## src/rtl/nanotrade_pkg.sv

```systemverilog
// Shared market event definitions used by the arbiter and the feature extractor.
// Also holds the round-robin pick helper used by the arbiter.
package nanotrade_pkg;

  typedef enum logic [1:0] {
    EVT_PRICE  = 2'd0,
    EVT_VOLUME = 2'd1,
    EVT_BUY    = 2'd2,
    EVT_SELL   = 2'd3
  } evt_type_e;

  localparam int N_CH   = 4;
  localparam int DATA_W = 12;

  // Returns {found, index}; the lowest offset from ptr among set req bits wins.
  function automatic logic [2:0] rr_pick(input logic [3:0] req, input logic [1:0] ptr);
    logic [2:0] pick;
    logic [1:0] idx;
    pick = 3'b000;
    for (int i = 3; i >= 0; i--) begin
      idx = ptr + 2'(i);
      if (req[idx]) begin
        pick = {1'b1, idx};
      end else begin
        pick = pick;
      end
    end
    return pick;
  endfunction

endpackage

```

## src/rtl/evt_fifo.sv

```systemverilog
// Single-clock event FIFO with registered occupancy count.
// Pushes into a full FIFO and pops from an empty one are ignored.
module evt_fifo #(
  parameter int AW = 2,
  parameter int DW = 12
) (
  input  logic          clk,
  input  logic          rst,
  input  logic          push,
  input  logic          pop,
  input  logic [DW-1:0] wdata,
  output logic [DW-1:0] rdata,
  output logic [AW:0]   count,
  output logic          full,
  output logic          empty
);

  localparam int         DEPTH    = 1 << AW;
  localparam logic [AW:0] FULL_CNT = DEPTH[AW:0];

  logic [DW-1:0] mem_r [DEPTH];
  logic [AW-1:0] wr_ptr_r;
  logic [AW-1:0] rd_ptr_r;
  logic [AW:0]   count_r;
  logic          full_s;
  logic          empty_s;
  logic          push_s;
  logic          pop_s;

  assign full_s  = (count_r == FULL_CNT);
  assign empty_s = (count_r == '0);
  assign push_s  = push & ~full_s;
  assign pop_s   = pop & ~empty_s;

  assign rdata = mem_r[rd_ptr_r];
  assign count = count_r;
  assign full  = full_s;
  assign empty = empty_s;

  // Storage array write; contents are don't-care while empty, so no reset.
  always_ff @(posedge clk) begin
    if (push_s) begin
      mem_r[wr_ptr_r] <= wdata;
    end
  end

  // Pointer and occupancy update; a simultaneous push and pop keeps the count.
  always_ff @(posedge clk) begin
    if (rst) begin
      wr_ptr_r <= '0;
      rd_ptr_r <= '0;
      count_r  <= '0;
    end else begin
      if (push_s) begin
        wr_ptr_r <= wr_ptr_r + AW'(1);
      end
      if (pop_s) begin
        rd_ptr_r <= rd_ptr_r + AW'(1);
      end
      case ({push_s, pop_s})
        2'b10:   count_r <= count_r + (AW+1)'(1);
        2'b01:   count_r <= count_r - (AW+1)'(1);
        default: count_r <= count_r;
      endcase
    end
  end

endmodule

```

## src/rtl/market_event_arbiter.sv

```systemverilog
// Buffers four market event channels and forwards one event per cycle,
// round-robin, onto the price/volume buses of the feature extractor.
module market_event_arbiter
  import nanotrade_pkg::*;
#(
  parameter int          FIFO_AW   = 2,
  parameter logic [11:0] RST_LEVEL = 12'd100
) (
  input  logic                     clk,
  input  logic                     rst,
  input  logic [3:0]               src_valid,
  input  logic [47:0]              src_data,
  output logic [3:0]               src_ready,
  output logic [1:0]               out_type,
  output logic [11:0]              out_price,
  output logic [11:0]              out_volume,
  output logic                     out_valid,
  output logic [4*(FIFO_AW+1)-1:0] fifo_level,
  output logic [15:0]              event_count
);

  localparam int LW = FIFO_AW + 1;

  logic [3:0]  full_s;
  logic [3:0]  empty_s;
  logic [3:0]  ready_s;
  logic [3:0]  pop_s;
  logic [11:0] head_s [N_CH];

  logic [1:0]  rr_ptr_r;
  logic [2:0]  pick_s;
  logic        grant_s;
  logic [1:0]  gidx_s;
  logic [11:0] gdata_s;

  logic        out_valid_r, out_valid_nxt_s;
  logic [1:0]  out_type_r, out_type_nxt_s;
  logic [11:0] out_price_r, out_price_nxt_s;
  logic [11:0] out_volume_r, out_volume_nxt_s;
  logic [11:0] last_price_r, last_price_nxt_s;
  logic [15:0] event_cnt_r, event_cnt_nxt_s;
  logic [1:0]  rr_ptr_nxt_s;

  // Ready depends only on registered FIFO state (and reset), never on src_valid.
  assign ready_s   = ~full_s & {4{~rst}};
  assign src_ready = ready_s;

  for (genvar c = 0; c < N_CH; c++) begin : g_fifo
    evt_fifo #(
      .AW (FIFO_AW),
      .DW (DATA_W)
    ) u_fifo (
      .clk   (clk),
      .rst   (rst),
      .push  (src_valid[c] & ready_s[c]),
      .pop   (pop_s[c]),
      .wdata (src_data[12*c +: 12]),
      .rdata (head_s[c]),
      .count (fifo_level[LW*c +: LW]),
      .full  (full_s[c]),
      .empty (empty_s[c])
    );
  end

  assign pick_s  = rr_pick(~empty_s, rr_ptr_r);
  assign grant_s = pick_s[2];
  assign gidx_s  = pick_s[1:0];
  assign gdata_s = head_s[gidx_s];
  assign pop_s   = grant_s ? (4'b0001 << gidx_s) : 4'b0000;

  // Next-state for the output bus, replay register, pointer and counter.
  always_comb begin
    out_valid_nxt_s  = 1'b0;
    out_type_nxt_s   = 2'd0;
    out_price_nxt_s  = last_price_r;
    out_volume_nxt_s = out_volume_r;
    last_price_nxt_s = last_price_r;
    rr_ptr_nxt_s     = rr_ptr_r;
    event_cnt_nxt_s  = event_cnt_r;
    if (grant_s) begin
      out_valid_nxt_s = 1'b1;
      out_type_nxt_s  = gidx_s;
      rr_ptr_nxt_s    = gidx_s + 2'd1;
      if (event_cnt_r != 16'hFFFF) begin
        event_cnt_nxt_s = event_cnt_r + 16'd1;
      end else begin
        event_cnt_nxt_s = event_cnt_r;
      end
      // Buy/sell drive the price bus but never touch the idle replay value.
      case (evt_type_e'(gidx_s))
        EVT_PRICE: begin
          out_price_nxt_s  = gdata_s;
          last_price_nxt_s = gdata_s;
        end
        EVT_VOLUME: begin
          out_price_nxt_s  = out_price_r;
          out_volume_nxt_s = gdata_s;
        end
        EVT_BUY:  out_price_nxt_s = gdata_s;
        EVT_SELL: out_price_nxt_s = gdata_s;
        default:  out_price_nxt_s = last_price_r;
      endcase
    end else begin
      out_valid_nxt_s = 1'b0;
    end
  end

  // Output, arbitration and counter registers.
  always_ff @(posedge clk) begin
    if (rst) begin
      out_valid_r  <= 1'b0;
      out_type_r   <= 2'd0;
      out_price_r  <= RST_LEVEL;
      out_volume_r <= RST_LEVEL;
      last_price_r <= RST_LEVEL;
      rr_ptr_r     <= 2'd0;
      event_cnt_r  <= 16'd0;
    end else begin
      out_valid_r  <= out_valid_nxt_s;
      out_type_r   <= out_type_nxt_s;
      out_price_r  <= out_price_nxt_s;
      out_volume_r <= out_volume_nxt_s;
      last_price_r <= last_price_nxt_s;
      rr_ptr_r     <= rr_ptr_nxt_s;
      event_cnt_r  <= event_cnt_nxt_s;
    end
  end

  assign out_valid   = out_valid_r;
  assign out_type    = out_type_r;
  assign out_price   = out_price_r;
  assign out_volume  = out_volume_r;
  assign event_count = event_cnt_r;

endmodule

```

## config.mk

```make
export PLATFORM = sky130hd
export DESIGN_NAME = market_event_arbiter
export DESIGN_NICKNAME = d
export VERILOG_FILES = /design/src/rtl/nanotrade_pkg.sv /design/src/rtl/evt_fifo.sv /design/src/rtl/market_event_arbiter.sv
export SDC_FILE = /design/constraint.sdc
export NUM_CORES = 1
export LEC_CHECK = 0
export BUFFER_PORTS_ARGS = -buffer_cell sky130_fd_sc_hd__buf_4
export CAP_MARGIN = 0
export CELL_PAD_IN_SITES_DETAIL_PLACEMENT = 1
export CELL_PAD_IN_SITES_GLOBAL_PLACEMENT = 2
export CORE_AREA = 2 2 171 173
export CTS_CLUSTER_SIZE = 12
export DETAILED_ROUTE_END_ITERATION = 12
export DIE_AREA = 0 0 173 175
export HOLD_SLACK_MARGIN = 0.1
export PLACE_DENSITY = 0.85
export SKIP_LAST_GASP = 1
export SLEW_MARGIN = 10
export SYNTH_ARGS = -nofsm -noshare
export SYNTH_HDL_FRONTEND = slang
export SYNTH_HIERARCHICAL = 1
export SYNTH_SLANG_ARGS = --single-unit
```

## constraint.sdc

```tcl
create_clock -name clk -period 4.9 [get_ports clk]
set_clock_uncertainty 0.15 [all_clocks]
set_input_delay 0 -clock clk [delete_from_list [all_inputs] [get_ports clk]]
set_output_delay 0 -clock clk [all_outputs]
set_load 0.01 [all_outputs]
```

# Word level (Yosys, flattened, before mapping)
# Memory sizes are Yosys's and may differ from the RTL's. A register that Yosys moved wholly into a read port is not among the register bits.
# Cells that the tools add are included.
[totals] ramBits=192 n_memories=4 inputBits=54 wordCells=146 rom_bits=0 output_inout_bits=59 latch_bits=0 ff_bits=85
[classes] n_mux=39 addsub=21 magnitude_cmp=5 shift=1 n_eq_ne=17 n_mul=0 bitwise_logic=26 div_mod_pow=0 reduce_logical=14
[memory_table] name="g_fifo[0].u_fifo.mem_r" depth=4 word_bits=12 rd=1 rd_ports_with_merged_regs=1 write_ports=1 line="evt_fifo.sv:21" source="logic [DW-1:0] mem_r [DEPTH];"
[memory_table] name="g_fifo[1].u_fifo.mem_r" depth=4 word_bits=12 rd=1 rd_ports_with_merged_regs=1 write_ports=1 line="evt_fifo.sv:21"
[memory_table] name="g_fifo[2].u_fifo.mem_r" depth=4 word_bits=12 rd=1 rd_ports_with_merged_regs=1 write_ports=1 line="evt_fifo.sv:21"
[memory_table] name="g_fifo[3].u_fifo.mem_r" depth=4 word_bits=12 rd=1 rd_ports_with_merged_regs=1 write_ports=1 line="evt_fifo.sv:21"
[op_table] operator="2-to-1 mux 12 bit" n=4
[op_table] operator="binary-select mux 12 bit (select 2 bit)" n=1
[op_table] operator="case mux 3 bit (2 select lines)" n=4
[op_table] operator="adder 2 x 1 -> 2 bit, second input constant" n=10
[op_table] operator="adder 16 x 1 -> 16 bit, second input constant" n=1
[op_table] operator="2-to-1 mux 2 bit" n=8
[op_table] operator="inequality test 16 bit, second input constant" n=1
[op_table] operator="2-to-1 mux 1 bit" n=13
[op_table] operator="adder 3 x 1 -> 3 bit, second input constant" n=4
[op_table] operator="AND 1 bit" n=12
[op_table] operator="== test 2 bit, second input constant" n=6
[op_table] operator="== test 3 bit, second input constant" n=4
[op_table] operator="logical NOT 3 bit" n=4
[op_table] operator="< comparator 2 x 3 -> 1 bit, second input constant" n=4
[op_table] operator="2-to-1 mux 3 bit" n=4
[op_table] operator="subtractor 3 x 1 -> 3 bit, second input constant" n=4
[op_table] operator="== test 2 x 1 -> 1 bit, second input constant" n=5
[op_table] operator="NOT 1 bit" n=10
[op_table] operator="binary-select mux 1 bit (select 2 bit)" n=4
[op_table] operator="NOT 4 bit" n=2
[op_table] operator="nonzero test 2 bit" n=4
[op_table] operator="AND reduction 2 bit" n=3
[op_table] operator="adder 2 bit, second input constant" n=2
[op_table] operator="AND 4 bit" n=1
[op_table] operator="8 further kinds" n=8

# Depth between registers and ports, before layout
[logic_depth] depth_word=14 ltp_mapped=19 ltp_nobuf=16

# Modules after synthesis
# The synthesis kept the hierarchy.
[by_module_without_submodules] mod="evt_fifo" instances=4 seq_area_each_um2=1621.6 area_each_um2=2238.4 cells_per_inst=116
[by_module_without_submodules] mod="market_event_arbiter" instances=1 seq_area_each_um2=1141.1 area_each_um2=2860.2 cells_per_inst=300

# Worst setup path before layout
# Ideal clock, no wire load.
[synth_timing] kind="flip-flop to flip-flop" from="register g_fifo[2].u_fifo.count_r[1]" to="register g_fifo[0].u_fifo.count_r[2]" path_stages_with_launch=19 slack_ns=1.268 synth_period_minus_slack_ns=3.632 required_time_ns=4.680 arrival_time_ns=3.412 path_buffers=3 setup_time_ns=0.070 path_cell_list="dfxtp_1 > nor3_2 > o21ai_0 > o22a_1 > buf_6 > buf_6 > inv_1 > ha_1 > nand2_1 > inv_1 > clkbuf_1 > o31ai_1 > inv_1 > ha_1 > inv_1 > fa_1 > xor2_1 > or3_1 > a21oi_1"
[synth_between] elab_chain_cells=13 word_cells_on_any_way=21 classes_between="eq/ne (2); shift (1); mux (14); bitwise (2); reduce/logical (2)"
[synth_lines] element="start: declaration" line="evt_fifo.sv:24" source="logic [AW:0] count_r;"
[synth_lines] element="start signal: assignment" line="evt_fifo.sv:61" source="2'b10: count_r <= count_r + (AW+1)'(1);"
[synth_lines] element="start signal: assignment" line="evt_fifo.sv:62" source="2'b01: count_r <= count_r - (AW+1)'(1);"
[synth_lines] element="start signal: assignment" line="evt_fifo.sv:63" source="default: count_r <= count_r;"
[synth_lines] element="logical NOT 3 bit *" line="evt_fifo.sv:31" source="assign empty_s = (count_r == '0);"
[synth_lines] element="named net empty_s[2]" line="market_event_arbiter.sv:25" source="logic [3:0] empty_s;"
[synth_lines] element="NOT 4 bit *" line="market_event_arbiter.sv:65" source="assign pick_s = rr_pick(~empty_s, rr_ptr_r);"
[synth_lines] element="binary-select mux 1 bit (select 2 bit)" line="nanotrade_pkg.sv:22" source="if (req[idx]) begin"
[synth_lines] element="2-to-1 mux 1 bit (implied by the code)" line="nanotrade_pkg.sv:22"
[synth_lines] element="2-to-1 mux 3 bit (3 in a row)" line="nanotrade_pkg.sv:22"
[synth_lines] element="2-to-1 mux 3 bit *" line="nanotrade_pkg.sv:22"
[synth_lines] element="named net pick_s[1]" line="market_event_arbiter.sv:31" source="logic [2:0] pick_s;"
[synth_lines] element="left shift 1 x 2 -> 4 bit *" line="market_event_arbiter.sv:69" source="assign pop_s = grant_s ? (4'b0001 << gidx_s) : 4'b0000;"
[synth_lines] element="2-to-1 mux 4 bit *" line="market_event_arbiter.sv:69"
[synth_lines] element="named net pop_s[0]" line="market_event_arbiter.sv:27" source="logic [3:0] pop_s;"
[synth_lines] element="AND 1 bit *" line="evt_fifo.sv:33" source="assign pop_s = pop & ~empty_s;"
[synth_lines] element="named net g_fifo[0].u_fifo.pop_s" line="evt_fifo.sv:28" source="logic pop_s;"
[synth_lines] element="== test 2 x 1 -> 1 bit or == test 2 bit (tied branches)" line="evt_fifo.sv:60" source="case ({push_s, pop_s})"
[synth_lines] element="case mux 3 bit (2 select lines) or nonzero test 2 bit (tied branches)"
[synth_lines] element="end signal: assignment" line="evt_fifo.sv:61"
[synth_lines] element="end signal: assignment" line="evt_fifo.sv:62"
[synth_lines] element="end signal: assignment" line="evt_fifo.sv:63"
[synth_lines] element="end: declaration" line="evt_fifo.sv:24"
# Mark *: on every way through the listed nets, which the timed path passes. The rest lies on a longest branch. The select of a mux whose other input is x is not followed.
# A chain may end at the register's enable or synchronous reset.

# Worst setup path after layout
[layout_timing] from="register g_fifo[2].u_fifo.count_r[0]" to="register g_fifo[1].u_fifo.count_r[2]"
[layout_between] elab_chain_cells=13 word_cells_on_any_way=21 classes_between="eq/ne (2); shift (1); mux (14); bitwise (2); reduce/logical (2)"
[layout_lines] element="logical NOT 3 bit *" line="evt_fifo.sv:31"
[layout_lines] element="named net empty_s[2]" line="market_event_arbiter.sv:25"
[layout_lines] element="NOT 4 bit *" line="market_event_arbiter.sv:65"
[layout_lines] element="binary-select mux 1 bit (select 2 bit)" line="nanotrade_pkg.sv:22"
[layout_lines] element="2-to-1 mux 1 bit (implied by the code)" line="nanotrade_pkg.sv:22"
[layout_lines] element="2-to-1 mux 3 bit (3 in a row)" line="nanotrade_pkg.sv:22"
[layout_lines] element="2-to-1 mux 3 bit *" line="nanotrade_pkg.sv:22"
[layout_lines] element="left shift 1 x 2 -> 4 bit" line="market_event_arbiter.sv:69"
[layout_lines] element="2-to-1 mux 4 bit *" line="market_event_arbiter.sv:69"
[layout_lines] element="named net pop_s[1]" line="market_event_arbiter.sv:27"
[layout_lines] element="AND 1 bit *" line="evt_fifo.sv:33"
[layout_lines] element="named net g_fifo[1].u_fifo.pop_s" line="evt_fifo.sv:28"
[layout_lines] element="== test 2 x 1 -> 1 bit or == test 2 bit (tied branches)" line="evt_fifo.sv:60"
[layout_lines] element="case mux 3 bit (2 select lines) or nonzero test 2 bit (tied branches)"
[layout_lines] element="end signal: assignment" line="evt_fifo.sv:61"
[layout_lines] element="end signal: assignment" line="evt_fifo.sv:62"
[layout_lines] element="end signal: assignment" line="evt_fifo.sv:63"
[layout_lines] element="end: declaration" line="evt_fifo.sv:24"
# Marks and branches as above.

==> results.toml <==
[run_status]
status = "finished, final reports clean"

[setup_path]
start_kind = "flop"
cp.arrival_ns = 4.33
crit_chain = "nor3_2 -> nor2_1 -> o21ai_0 -> o211ai_2 -> inv_1 -> ha_1 -> nand2_1 -> inv_1 -> o31ai_1 -> inv_1 -> ha_1 -> inv_1 -> fa_1 -> xor2_1 -> or3_1 -> a21oi_1"
endpoint = "g_fifo[1].u_fifo/count[2]"
cp_top_family = "simple AND/OR/NAND/NOR gates"
crit_start = "g_fifo[2].u_fifo/count[0]"
r2r-start = "g_fifo[2].u_fifo/count[0]"
path_depth = 16
critPathSlowestCell = "nor3_2"
r2r_setup_slack_ns = 0.89
cp_slowest_stage_delay_ns = 0.49
cp.required_ns = 5.21
crit_buf_inv = 4
crit_path_max_fanout = 15
crit_path_frequent_cell = "inv_1"
r2r_end = "g_fifo[1].u_fifo/count[2]"
r2r_cells = 16
crit_type = "reg -> reg"
end_kind = "flop"

[place]
place_hpwl_um = 18800
pre_cts_slack_ns = 1.13
numPortBuffers = 112
placed_area_um2 = 12900
dp.cells = 1232
gp_congestion = 0.736

[global_route]
grt_pass1_wl_um = 46700
grt-ovfl-total = 0
grt_max_degree = 57
busiest_layer = "met2"
antenna_found_initial = 0
met1_usage_pct = 27.2
grt_usage_pct = 19.9
grt_pass1_vias = 7639
grt_util_met2_pct = 33.5
use_met3_pct = 3.50

[yosys]
synth_cell_types = 54
yosysWarnings = 6
synth-main-ff-cell = "edfxtp_1"
yosysMostFrequentCell = "edfxtp_1"
yosysSeqAreaShare_pct = 64.6
syn_area_per_cell_um2 = 15.5
synth_top_area_share_pct = 48.8
yosys-top-cells-area = "edfxtp_1 49%, dfxtp_1 16%, mux4_1 7.1%, mux4_2 3.1%, ha_1 2.6%"
yosys.area.top_type = "edfxtp_1"
synth_area_um2 = 11800
synth_fp_nets = 847
yosys-top-cells-count = "192 x edfxtp_1, 93 x dfxtp_1, 43 x nor2_1, 37 x inv_1"
ys_async_sr_fraction_pct = 0
syn_inst = 764
synth_edf_count = 192
ys_ff_latch = 285

[timing]
report.final.hold_viol_count = 0
relSlewSlack_pct = 47.5
finalSetupViolations = 0
setup_ws_ns = 0.887
rsz0062_at_grt = "no"
tightest_slew_ns = 0.786
fmax_mhz = 249
slew_violations = 0
post-route-min-period_ns = 4.01
tns_ns = 0
fin_crit_sh_pct = 81.9

[finish]
fin_cells = 1390
area_growth_pct = 26.3
fin_util_pct = 52.5
nNetsFinal = 1065
final_cell_area_um2 = 14900
layout-drive-gt1-share_pct = 20.8
n_antenna_cell = 0

[die]
die_area_um2 = 30300
core-area_um2 = 28400
io_pins = 113
initial_core_util_pct = 41.6
die_w_um = 173
die_h_um = 175
rows = 62

[clocking]
clock_latency_ns = 0.55
cts.sinks = 285
clk_pin_slew_ns = 0.06
h-tree-depth = 1
clock_path_buffers = 3
cts_resized = 0
cts_buffers = 31
cts_tree = "yes"
root_buffer = "clkbuf_16"

[power]
leakagePower_uw = 0.00532
ir_drop_mv = 0.378
power.density_nw_per_um2 = 504

[worst_hold_path]
min_path_cells = 2
hp-class = "reg -> reg"

[detailed_routing]
dr.pass1.iters = 4
viasPerCell = 5.27
wl_per_cell_um = 21.6
num_vias = 7321
drc = 0
final_antenna_net_count = 0
wl_um = 30100
drtIter0Drc = 518

[job]
max_cap_violations = 0
[placed cells by master, fill, tap and decap left out, drive strengths merged, types with 28 or more instances in the layout]
master	n
o21ai	32
edfxtp	192
mux2i	28
dlygate4sd3	101
clkbuf	49
inv	38
a21oi	28
nor2	43
dfxtp	93
mux4	48
buf	117
[final cells by class]
| type | count | area [µm²] |
|---|---|---|
| fillers | 2807 | 13500 |
| multi-input cells | 409 | 3820 |
| well taps | 384 | 480 |
| inverters | 37 | 139 |
| clock inverters | 8 | 75.1 |
| repair buffers | 218 | 1890 |
| flip-flops and latches | 285 | 7630 |
| clock buffers | 49 | 885 |
[how the worst min path moves through the flow]
stage | start | to
6_report | out_volume[2] | out_volume[2]
5_1_grt | last_price_r[6] | last_price_r[6]
4_1_cts | out_volume[2] | out_volume[2]
3_5_place_dp | src_data[11] | g_fifo[0].u_fifo/mem_r[1][11]
3_3_place_gp | src_data[23] | g_fifo[1].u_fifo/mem_r[0][11]
2_1_floorplan | src_data[0] | g_fifo[0].u_fifo/mem_r[0][0]
[metrics by stage]
| step | hold slack, ns | power [µW] |
|---|---|---|
| floorplan | -0.0511 | 4500 |
| global placement | 0.0504 | 5170 |
| detailed placement | 0.0531 | 5210 |
| CTS | 0.335 | 7480 |
| global route | 0.374 | 7870 |
| finish | 0.328 | 7510 |
[metal layers]
layer	share of wire [%]	vias to the layer above
met1	45	3705
met4	1.7	0
met3	5.1	33
li1	-	3371
met5	0	-
met2	49	212
[what timing repair did]
| item | CTS | global route |
|---|---|---|
| setup buffers | 0 | 0 |
| hold buffers | 101 | 0 |
| endpoints found under the hold margin | 243 | 0 |
[kinds of logic after synthesis]
group,after synthesis,synth area share (%)
muxes,89,13.8
buffers and inverters,70,3.08
and+or+nand+nor,177,8.92
xor gates and xnor gates,21,1.56
DFF,285,64.6
adders and majority gates,29,3.33
AOI/OAI and AO/OA,93,4.78
[worst reg2reg max path: cells and delay by family (launching register included)]
kind | cells | cell delay [ns]
xor+xnor | 1 | 0.17
fa+ha+maj | 3 | 0.88
buf+inv | 4 | 0.76
compound gates | 4 | 0.64
simple gates | 4 | 0.96
flops | 1 | 0.39
[flip-flops by register name, indices dropped and copies added, names as in the netlist, named ones only]
register and count:
out_volume 12, g_fifo.u_fifo/rd_ptr_r 8, rr_ptr_r 2, g_fifo.u_fifo/mem_r 192, g_fifo.u_fifo/count 12, out_type 2
g_fifo.u_fifo/wr_ptr_r 8, out_price 12, last_price_r 12, event_count 16, out_valid 1
[report_power, final]
group          internal (µW)  switching, µW
clock                   1290            939
combinational            930           1330
sequential              2800            225
Power figures use the tool's default switching activity.
